### src/rtl/fft64_ctrl_pkg.sv
// fft64_ctrl_pkg: shared FSM state, frame sizes and data widths for the FFT frame controller.
package fft64_ctrl_pkg;
  localparam int N_PTS = 64;
  localparam int WD_MAX = 255;
  localparam int CW = $clog2(N_PTS);
  localparam int WDW = 8;
  localparam int DW_IN = 16;
  localparam int DW_OUT = 19;
  localparam int AW = 6;
  localparam int SW = 4;
  typedef enum logic [2:0] {S_IDLE, S_START, S_LOAD, S_WAIT, S_DRAIN} state_t;
endpackage

### src/rtl/fft64_shift_adapt.sv
// fft64_shift_adapt: sticky shift adjustment bumped after overflowing frames, added to cfg_shift with saturation.
module fft64_shift_adapt
  import fft64_ctrl_pkg::*;
(
  input  logic          clk,
  input  logic          rst,
  input  logic [SW-1:0] cfg_shift,
  input  logic          inc,
  output logic [SW-1:0] shift_sat
);
  logic [SW-1:0] shift_adj;
  logic [SW:0] sum;
  assign sum = {1'b0, cfg_shift} + {1'b0, shift_adj};
  assign shift_sat = sum[SW] ? '1 : sum[SW-1:0];
  always_ff @(posedge clk or posedge rst) begin
    if (rst) shift_adj <= '0;
    else if (inc && shift_adj != '1) shift_adj <= shift_adj + 1'b1;
  end
endmodule

### src/rtl/fft64_frame_ctrl.sv
// fft64_frame_ctrl: load/wait/drain sequencer between ready/valid streams and the 64-point FFT core.
// Define FFT_CTRL_AUTOSHIFT_EN to raise SHIFT automatically after frames that overflowed.
module fft64_frame_ctrl
  import fft64_ctrl_pkg::*;
(
  input  logic              clk,
  input  logic              rst,
  input  logic [SW-1:0]     cfg_shift,
  input  logic              in_valid,
  output logic              in_ready,
  input  logic [DW_IN-1:0]  in_re,
  input  logic [DW_IN-1:0]  in_im,
  output logic              out_valid,
  input  logic              out_ready,
  output logic [AW-1:0]     out_addr,
  output logic [DW_OUT-1:0] out_re,
  output logic [DW_OUT-1:0] out_im,
  output logic              out_last,
  output logic              core_start,
  output logic              core_ed,
  output logic [DW_IN-1:0]  core_dr,
  output logic [DW_IN-1:0]  core_di,
  output logic [SW-1:0]     core_shift,
  input  logic              core_rdy,
  input  logic              core_ovf1,
  input  logic              core_ovf2,
  input  logic [AW-1:0]     core_addr,
  input  logic [DW_OUT-1:0] core_dor,
  input  logic [DW_OUT-1:0] core_doi,
  output logic              busy,
  output logic              frame_ovf,
  output logic              err_timeout
);
  state_t state;
  logic [CW-1:0] cnt;
  logic [WDW-1:0] wd;
  logic [SW-1:0] shift_next;
  logic xfer, ovf_hit;
  assign busy = state != S_IDLE;
  assign in_ready = state == S_LOAD;
  assign core_start = state == S_START;
  assign out_valid = state == S_DRAIN || (state == S_WAIT && core_rdy);
  assign xfer = out_valid && out_ready;
  assign out_last = state == S_DRAIN && cnt == CW'(N_PTS - 1);
  // In WAIT the core is clocked freely until RDY, then it advances only with accepted results
  assign core_ed = state == S_LOAD  ? in_valid :
                   state == S_WAIT  ? (!core_rdy || out_ready) :
                   state == S_DRAIN ? out_ready : 1'b0;
  assign core_dr = in_ready ? in_re : '0;
  assign core_di = in_ready ? in_im : '0;
  assign out_addr = out_valid ? core_addr : '0;
  assign out_re = out_valid ? core_dor : '0;
  assign out_im = out_valid ? core_doi : '0;
  assign ovf_hit = core_ed && (core_ovf1 || core_ovf2);
`ifdef FFT_CTRL_AUTOSHIFT_EN
  fft64_shift_adapt u_shift_adapt (
    .clk       (clk),
    .rst       (rst),
    .cfg_shift (cfg_shift),
    .inc       (xfer && out_last && (frame_ovf || ovf_hit)),
    .shift_sat (shift_next)
  );
`else
  assign shift_next = cfg_shift;
`endif
  always_ff @(posedge clk or posedge rst) begin
    if (rst) begin
      state <= S_IDLE;
      cnt <= '0;
      wd <= '0;
      core_shift <= '0;
      frame_ovf <= 1'b0;
      err_timeout <= 1'b0;
    end else begin
      frame_ovf <= state == S_START ? 1'b0 : frame_ovf || ovf_hit;
      case (state)
        S_IDLE: if (in_valid) begin
          state <= S_START;
          core_shift <= shift_next;
        end
        S_START: begin
          state <= S_LOAD;
          cnt <= '0;
        end
        S_LOAD: if (in_valid) begin
          cnt <= cnt + 1'b1;
          if (cnt == CW'(N_PTS - 1)) begin
            state <= S_WAIT;
            wd <= '0;
          end
        end
        S_WAIT: begin
          wd <= wd + 1'b1;
          if (core_rdy) begin
            state <= S_DRAIN;
            cnt <= CW'(xfer);
          end else if (wd == WDW'(WD_MAX - 1)) begin
            state <= S_IDLE;
            err_timeout <= 1'b1;
          end
        end
        S_DRAIN: if (out_ready) begin
          cnt <= cnt + 1'b1;
          if (out_last) state <= S_IDLE;
        end
        default: state <= S_IDLE;
      endcase
    end
  end
endmodule

### config.mk
export PLATFORM = sky130hd
export DESIGN_NAME = fft64_frame_ctrl
export DESIGN_NICKNAME = d
export VERILOG_FILES = /design/src/rtl/fft64_ctrl_pkg.sv /design/src/rtl/fft64_shift_adapt.sv /design/src/rtl/fft64_frame_ctrl.sv
export SDC_FILE = /design/constraint.sdc
export NUM_CORES = 1
export LEC_CHECK = 0
export ABC_AREA = 1
export CORE_AREA = 10 10 88 90
export CTS_CLUSTER_DIAMETER = 50
export DETAILED_ROUTE_END_ITERATION = 8
export DIE_AREA = 0 0 98 100
export PLACE_DENSITY = 0.86
export SYNTH_ARGS = -nofsm -noshare
export SYNTH_HDL_FRONTEND = slang
export SYNTH_SLANG_ARGS = --single-unit
### constraint.sdc
create_clock -name clk -period 1.91 [get_ports clk]
set_input_delay 0.191 -clock clk [delete_from_list [all_inputs] [get_ports clk]]
set_output_delay 0.191 -clock clk [all_outputs]
set_load 0.01 [all_outputs]
Word level (Yosys, flattened, before mapping)
Index checks and enable logic that the tools add are counted.
- bits in writable memories: 0
- input bits: 87
- flip-flop bits (word level): 23
- memory bits (read-only): 0
- latch bits: 0
- memories kept: 0
- word-level logic and storage cells: 64
- divide/modulo/power cells: 0
- $mul: 0
- $add $sub $neg: 2
- reductions and logical operators: 18
- muxes and demuxes: 24
- equal/unequal tests: 13
- $lt $le $gt $ge: 0
- bitwise operators: 1
- shifts and indexed selects: 0
- operators by type and width (kind ; count):
    two-way mux 19 bit ; 2
    two-way mux 16 bit ; 2
    two-way mux 6 bit ; 4
    case mux 6 bit (4 select lines) ; 1
    two-way mux 3 bit ; 7
    two-way mux 8 bit ; 2
    case mux 8 bit (2 select lines) ; 1
    case mux 3 bit (5 select lines) ; 1
    inequality test 2 bit (second input constant) ; 5
    adder 8 x 1 -> 8 bit (second input constant) ; 1
    == test 8 bit (second input constant) ; 1
    adder 6 x 1 -> 6 bit (second input constant) ; 1
    == test 3 x 2 -> 1 bit (second input constant) ; 2
    == test 6 bit (second input constant) ; 1
    AND reduction 3 bit ; 2
    AND reduction 6 bit ; 1
    logical AND 1 bit ; 4
    logical OR 1 bit ; 4
    two-way mux 1 bit ; 4
    AND reduction 4 bit ; 1
    nonzero test 4 bit ; 1
    == test 3 x 1 -> 1 bit (second input constant) ; 1
    == test 3 bit (second input constant) ; 1
    zero test 3 bit ; 1
    other kinds (7) ; 7

Longest topological paths before layout
Gate-level depths: netlist (run 1).
- depth after elaboration: 7
- mapped depth: 9
- depth with buffers taken out: 9

Worst setup path before layout (run 1)
Ideal clock, no wire load.
- kind: reg-to-output
- from: reg state[1]
- to: out out_im[0]
- stages on the path, launching flop included: 8
- data required time: 1719 ps
- setup slack: 522 ps
- path buffers: 1
- arrival time: 1197 ps
- path through: dfrtp_1 > nand2_2 > nor2_8 > nand2_4 > nand2_4 > inv_4 > buf_6 > nor2_1
- cells in the longest elaborated chain, start to end: 4
- ends and longest elaborated chain (what ; RTL line ; source):
    start: declaration ; fft64_frame_ctrl.sv:34 ; state_t state;
    start signal: assignment ; fft64_frame_ctrl.sv:68 ; state <= S_IDLE;
    start signal: assignment ; fft64_frame_ctrl.sv:78 ; state <= S_START;
    start signal: assignment ; fft64_frame_ctrl.sv:82 ; state <= S_LOAD;
    == test 3 x 2 -> 1 bit ; fft64_frame_ctrl.sv:42 ; assign out_valid = state == S_DRAIN || (state == S_WAIT && core_rdy);
    logical AND 1 bit ; fft64_frame_ctrl.sv:42 ;
    logical OR 1 bit (*) ; fft64_frame_ctrl.sv:42 ;
    via out_valid ; fft64_frame_ctrl.sv:13 ; output logic out_valid,
    two-way mux 19 bit (*) ; fft64_frame_ctrl.sv:53 ; assign out_im = out_valid ? core_doi : '0;
    end: declaration ; fft64_frame_ctrl.sv:17 ; output logic [DW_OUT-1:0] out_im,
Mark *: on every way through the listed nets, which the timed path passes. The rest lies on a longest branch.

Final worst setup path (run 1)
- from: reg state[2]
- to: out out_re[5]
- cells in the longest elaborated chain, start to end: 4
- ends and longest elaborated chain (what ; RTL line ; source):
    == test 3 x 2 -> 1 bit ; fft64_frame_ctrl.sv:42 ;
    logical AND 1 bit ; fft64_frame_ctrl.sv:42 ;
    logical OR 1 bit (*) ; fft64_frame_ctrl.sv:42 ;
    two-way mux 19 bit (*) ; fft64_frame_ctrl.sv:52 ; assign out_re = out_valid ? core_dor : '0;
    end: declaration ; fft64_frame_ctrl.sv:16 ; output logic [DW_OUT-1:0] out_re,
Every way passes the cells marked *; elsewhere a longest branch is shown, timed or not.

==> impl_metrics.tcl, run 1 <==
set metrics [dict create \
    worstPathMaxFanout 44 \
    synth_area_leaders "dfrtp_1, inv_1, nor2_1, nand2_1, nand3_1" \
    num_rows 29 \
    worstMarginPinSlew_ns 0.3407 \
    fin_ws_ns 0.06757 \
    crit_required_ns 1.72 \
    synth_seq_cells 23 \
    num_vias 2681 \
    grt_pass1_vias 2538 \
    clk_latency_ns 0.27 \
    relSlewSlack_pct 77.20 \
    synth-async-reset-ratio_pct 100.0 \
    clkTransAtPathRegs_ns 0.09 \
    design.die.area_um2 9800 \
    grt_max_degree 45 \
    fin_skew_ns 0.003122 \
    cts_root_buf "clkbuf_8" \
    start_kind "flop" \
    cts_sinks 23 \
    r2r-end "cnt[4]" \
    post_drt_wl_per_cell_um 15.66 \
    wl_um 9534 \
    avgSynthCellArea_um2 5.915 \
    dieHeight_um 100 \
    hold_viol 0 \
    fin_crit_sh_pct 96.46 \
    syn_nets 439 \
    syn-cell-area_um2 2064 \
    drc 0 \
    yosysUniqueCellTypes 30 \
    slew_viol_final 0 \
    slowest_stage "dfrtp_2" \
    final_util_pct 63.86 \
    worstRegToRegCells 9 \
    core_area_um2 6132 \
    antenna_found_initial 0 \
    worstSetupPathType "flop to primary output" \
    crit_buf_inv 3 \
    drive_above_1_share_pct 9.774 \
    io_pins 175 \
    htreeDepth 1 \
    dr.pass1.iters 4 \
    portBuffers 174 \
    critPathLaunch "state[2]" \
    yosys.area.top_type "dfrtp_1" \
    via_per_inst 4.402 \
    synth.most_common_cell "inv_1" \
    r2r_slack_ns 0.38 \
    crit_path_frequent_cell "nand2_4" \
    synth-edff-count 0 \
    worstPathCellList "buf_12, nor2_8, nand2_4, nand2_4, inv_8, nor2_2, dlygate4sd2_1" \
    hold_class "input port to asynchronous set/reset pin" \
    diodes 0 \
    r2r-start "state[2]" \
    synth_top_area_share_pct 27.88 \
    setup_violations 0 \
    critPathArrivalTime_ns 1.65 \
    synthTopCellsByCount "inv_1, nor2_1, nand2_1" \
    cts_tree "yes" \
    detail-route-antenna-nets 0 \
    crit_family "buffers and inverters" \
    clock.fmax_mhz 542.8 \
    cp_slowest_stage_delay_ns 0.44 \
    vdd_drop_max_uv 800.9 \
    grt_overflow 0 \
    num-nets-final 623 \
    synthCells 349 \
    power_per_cell_area_nw_per_um2 959.5 \
    initial_core_util_pct 33.67 \
    gp_congestion 0.9303 \
    grtUsageTotal_pct 18.21 \
    grt_pass1_wl_um 14380 \
    status "complete, no violations" \
    die_w_um 98 \
    area_growth_pct 89.70 \
    cap_violations 0 \
    dominantRegCellSynth "dfrtp_1" \
    p_leak_nw 2.442 \
    end_kind "primary output" \
    clk_path_buf_depth 2 \
    yosysWarnings 0 \
    cts_made_buffers 3 \
    tns_ns 0 \
    ys_seq_area_share_pct 27.88 \
    hpwlAfterDp_um 8354 \
    rsz0062_at_grt "true" \
    power_mw 3.758 \
    period_needed_ns 1.842 \
    drtIter0Drc 94 \
    pre_cts_slack_ns -0.07547 \
]
-- stage by stage --
step                      instances  area (um2)  hold slack (ns)
after floorplan                 349        2064           0.1929
after global placement          604        3939           0.4554
after detailed placement        604        3939           0.4642
after CTS                       608        3894           0.1730
after global routing            609        3916           0.1913
final                           609        3916           0.1531
-- area by class of cell --
| type | count | area, um2 |
|---|---|---|
| tap | 77 | 96.34 |
| timing repair buffer | 187 | 1767 |
| clock inverter | 1 | 5.005 |
| clock buffer | 3 | 41.29 |
| inverter | 102 | 390.4 |
| multi-input combinational | 216 | 1037 |
| sequential | 23 | 579.3 |
| fill | 591 | 2216 |
-- worst reg2reg max path, delay by kind of cell, from the launching register on --
family,cells,cell delay (ns)
flip-flops,1,0.44
AND/OR/NAND/NOR,6,0.58
buffers and inverters,3,0.41
-- cell families after synthesis --
| family | share of synthesized area, % |
|---|---|
| multiplexers | 2.182 |
| AO/OA/AOI/OAI | 1.818 |
| AND/OR/NAND/NOR | 43.15 |
| buffers and inverters | 21.88 |
| XOR/XNOR | 1.273 |
| flip-flops | 27.88 |
| adder cells (fa/ha/maj) | 1.818 |
-- power by group --
part | switching, mW | internal, mW | total, mW
Combinational | 1.44 | 1.18 | 2.62
Clock | 0.168 | 0.146 | 0.314
Sequential | 0.160 | 0.660 | 0.820
-- worst max path at each step --
stage               slack [ns]    endpoint  cells past startpoint
global route            -0.007  out_re[15]                      7
floorplan                 0.52   out_im[0]                      7
finish                    0.07   out_re[5]                      7
CTS                       0.02  core_start                      5
detailed placement       -0.08  out_re[14]                      6
global placement         -0.04   out_re[5]                      6
-- state kept, by name, summed over array words and instances (netlist names) --
| register | flops |
|---|---|
| err_timeout | 1 |
| cnt | 6 |
| state | 3 |
| core_shift | 4 |
| wd | 8 |
| frame_ovf | 1 |
-- metal layers --
| metal | vias up | GRT usage [%] | wire [um] |
|---|---|---|---|
| met1 | 1199 | 20.24 | 3700 |
| met5 | - | 0 | 0 |
| met3 | 10 | 4.121 | 694 |
| met2 | 116 | 34.52 | 5026 |
| li1 | 1356 | - | - |
| met4 | 0 | 3.579 | 112 |
-- what timing repair did --
item / in CTS / in global routing
hold buffers: 0 / 0
buffers inserted: 0 / 1
gates resized for setup: 85 / 1
cloned: 0 / 0
endpoints found under the hold margin: 0 / 0
setup endpoints to repair: 81 / 7
-- cell usage in the layout, fill, tap and decap left out, drive strengths merged --
cell type,count
inv,102
clkdlybuf4s50,93
nor2,92
dlygate4sd2,80
nand2,76
dfrtp,23
nand3,21
buf,13
nand4,5
mux2,4
o21ai,4
or2,3
ha,3
clkbuf,3
xor2,2
a21oi,2
nor3,1
o21bai,1
xnor2,1
nand3b,1
clkinv,1
dlymetal6s2s,1
No activity file was read; power rests on OpenSTA's default activity.
==> inputs of run 2 (changes only) <==
--- a/config.mk
+++ b/config.mk
@@ -5,11 +5,10 @@
 export SDC_FILE = /design/constraint.sdc
 export NUM_CORES = 1
 export LEC_CHECK = 0
-export ABC_AREA = 1
-export CORE_AREA = 10 10 88 90
+export CORE_AREA = 10 10 86 88
 export CTS_CLUSTER_DIAMETER = 50
 export DETAILED_ROUTE_END_ITERATION = 8
-export DIE_AREA = 0 0 98 100
+export DIE_AREA = 0 0 96 98
 export PLACE_DENSITY = 0.86
 export SYNTH_ARGS = -nofsm -noshare
 export SYNTH_HDL_FRONTEND = slang
==> run 2 against run 1 <==
Global-route usage increased by 0.96 points. Non-clock buffer count rose by 27. The run now ends with negative setup slack left. Largest cell class unchanged. Largest power group unchanged. Sequential power increased by 17%. Utilization grew 5.5 points. Area after synthesis fell by 8.4%. Via count down 6.1%. Routed wire length increased by 5.8%.
==> impl_metrics.tcl, run 2 <==
set metrics [dict create \
    synth_compound_area_share_pct 14.55 \
    drtIter0Drc 54 \
    syn_nets 321 \
    synth_top_area_share_pct 30.42 \
    ys_seq_area_share_pct 30.42 \
    violations "negative setup slack" \
    critPathArrivalTime_ns 1.79 \
    io_pins 175 \
    synth_area_leaders "dfrtp_1, and2_1, o211ai_1, inv_1, clkbuf_1" \
    worstPathCellList "or3b_4, a21boi_4, inv_4, buf_6, buf_6, and2_4, buf_6" \
    top_regs "wd (8), cnt (6), core_shift (4)" \
    crit_required_ns 1.72 \
    num-nets-final 522 \
    worstPathMaxFanout 7 \
    grtUsageTotal_pct 19.17 \
    initial_core_util_pct 32.93 \
    grt_pass1_vias 2460 \
    cts_sinks 23 \
    avgSynthCellArea_um2 8.190 \
    synth_top_family_by_area "simple AND/OR/NAND/NOR gates" \
    core_area_um2 5746 \
    placedCellCount 486 \
    slowest_stage "dfrtp_1" \
    yosys.area_share.adder_pct 1.984 \
    crit_path_frequent_cell "buf_6" \
    period_needed_ns 1.984 \
    hpwlAfterDp_um 8027 \
    clkTransAtPathRegs_ns 0.10 \
    drive_above_1_share_pct 37.59 \
    design.die.area_um2 9408 \
    synthCells 231 \
    cts_hold_buf 0 \
    htreeDepth 1 \
    synth.most_common_cell "and2_1" \
    area_growth_pct 110.5 \
    regMostFlops "wd" \
    status "complete, but fails checks" \
    detail-route-antenna-nets 0 \
    p_leak_nw 1.931 \
    num_vias 2518 \
    yosys.area_share.simple_pct 41.53 \
    post_drt_wl_per_cell_um 19.93 \
    synthMuxAreaShare_pct 3.439 \
    die_w_um 96 \
    final_util_pct 69.32 \
    power_per_cell_area_nw_per_um2 1257 \
    worstMarginPinSlew_ns 0.4564 \
    grt_max_degree 24 \
    synthTopCellsByCount "and2_1, dfrtp_1, inv_1" \
    wl_um 10080 \
    antenna_found_initial 0 \
    cts_root_buf "clkbuf_8" \
    fin_cells 506 \
    pre_cts_slack_ns -0.2027 \
    yosysUniqueCellTypes 42 \
    yosys.area.top_type "dfrtp_1" \
    hold_viol 0 \
    fin_ws_ns -0.07402 \
    diodes 0 \
    rsz0062_at_grt "true" \
    cts_tree "yes" \
    fin_crit_sh_pct 103.9 \
    yosysWarnings 0 \
    end_kind "primary output" \
    hold_class "input port to asynchronous set/reset pin" \
    tns_ns -1.157 \
    dieHeight_um 98 \
    grt_pass1_wl_um 14150 \
    setup_violations 44 \
    fin_skew_ns 0.01125 \
    via_per_inst 4.976 \
    clk_latency_ns 0.27 \
    portBuffers 174 \
    r2r_slack_ns 0.06 \
    final_common_cell "clkdlybuf4s50_1" \
    cts_made_buffers 3 \
    cp_slowest_stage_delay_ns 0.41 \
    synth_xor_area_share_pct 0.4630 \
    drc 0 \
    syn-cell-area_um2 1892 \
    mostFrequentLayoutCells "clkdlybuf4s50_1, and2_1, buf_2, buf_6, buf_4" \
    synth_seq_cells 23 \
    slew_viol_final 0 \
    cap_violations 0 \
    dominantRegCellSynth "dfrtp_1" \
    vdd_drop_max_uv 649.5 \
    worstSetupPathType "flop to primary output" \
    num_rows 28 \
    gp_congestion 0.8443 \
    grt_overflow 0 \
    largest_register_ffs 8 \
    dr.pass1.iters 4 \
    synth-edff-count 0 \
    relSlewSlack_pct 69.16 \
    synth-async-reset-ratio_pct 100.0 \
    start_kind "flop" \
    clock.fmax_mhz 504.0 \
    clk_path_buf_depth 2 \
]
run 2: cell count changes after synthesis, moves of 4 or more:
cell / previous run / this run
buf_6: 4 / 0
and2_1: 0 / 77
clkbuf_1: 1 / 14
nor2_1: 77 / 1
nor2_2: 13 / 0
nand3_1: 19 / 8
o211ai_1: 0 / 11
nor4bb_1: 0 / 4
or4_1: 0 / 5
inv_1: 99 / 18
nand2_1: 72 / 8
run 2: stage by stage:
step / cell area, um2 / hold slack, ns / total power [mW]
finish: 3983 / 0.2672 / 5.004
global route: 3983 / 0.2852 / 5.364
CTS: 3948 / 0.2767 / 4.856
detailed placement: 3852 / 0.4649 / 4.433
global placement: 3852 / 0.4578 / 4.323
floorplan: 1892 / 0.1929 / 2.532
run 2: timing repair:
item,CTS,global route
setup endpoints to repair,82,82
cloned,2,2
resized for setup,291,119
buffers inserted,8,5
pin swaps,2,26
run 2: kinds of logic (layout without fill, tap and decap cells):
kind of cell | after synthesis | count (layout)
simple gates | 124 | 124
compound gates | 37 | 37
buf+inv | 37 | 237
flops | 23 | 23
mux | 6 | 6
fa+ha+maj | 3 | 3
xor+xnor | 1 | 1
run 2: critical path: cells and delay by family, from the launching register on:
family	cells	cell delay, ns
flops	1	0.41
compound gates	1	0.16
simple gates	2	0.52
buf+inv	4	0.42
run 2: area by class of cell:
class	count	area [um2]
clock buffer	3	41.29
clock inverter	1	7.507
fill	486	1763
inverter	19	73.82
multi-input combinational	171	1277
sequential	23	575.6
tap	75	93.84
timing repair buffer	214	1913
run 2: path summary, 6_finish.rpt:
path,endpoint,cells after the start,from
worst max-delay path,out_im[17],7,state[2]
worst min-delay path,cnt[2],3,rst
worst max register to register,wd[5],6,state[2]
worst min register to register,err_timeout,1,err_timeout
max in group asynchronous,core_shift[3],3,rst
min in group clk,err_timeout,1,err_timeout
run 2: where the power goes:
part           switching (mW)  internal, mW
clock                   0.174         0.148
combinational            1.70          2.03
sequential              0.249         0.711
run 2: routing by layer:
layer  up-vias  routed length, um  global-route usage (%)
met5         -                  0                       0
met4         0                 78                   3.292
met3         8                890                   5.743
met2       120               5404                   36.10
met1      1195               3710                   20.21
li1       1195                  -                       -
==> inputs of run 3 (changes only) <==
--- a/config.mk
+++ b/config.mk
@@ -6,6 +6,7 @@
 export NUM_CORES = 1
 export LEC_CHECK = 0
 export CORE_AREA = 10 10 86 88
+export CTS_BUF_LIST = sky130_fd_sc_hd__clkbuf_4 sky130_fd_sc_hd__clkbuf_8 sky130_fd_sc_hd__clkbuf_16
 export CTS_CLUSTER_DIAMETER = 50
 export DETAILED_ROUTE_END_ITERATION = 8
 export DIE_AREA = 0 0 96 98
==> results of run 3 <==
Same layout as run 2: the final DEF is identical, and so are final timing and power.
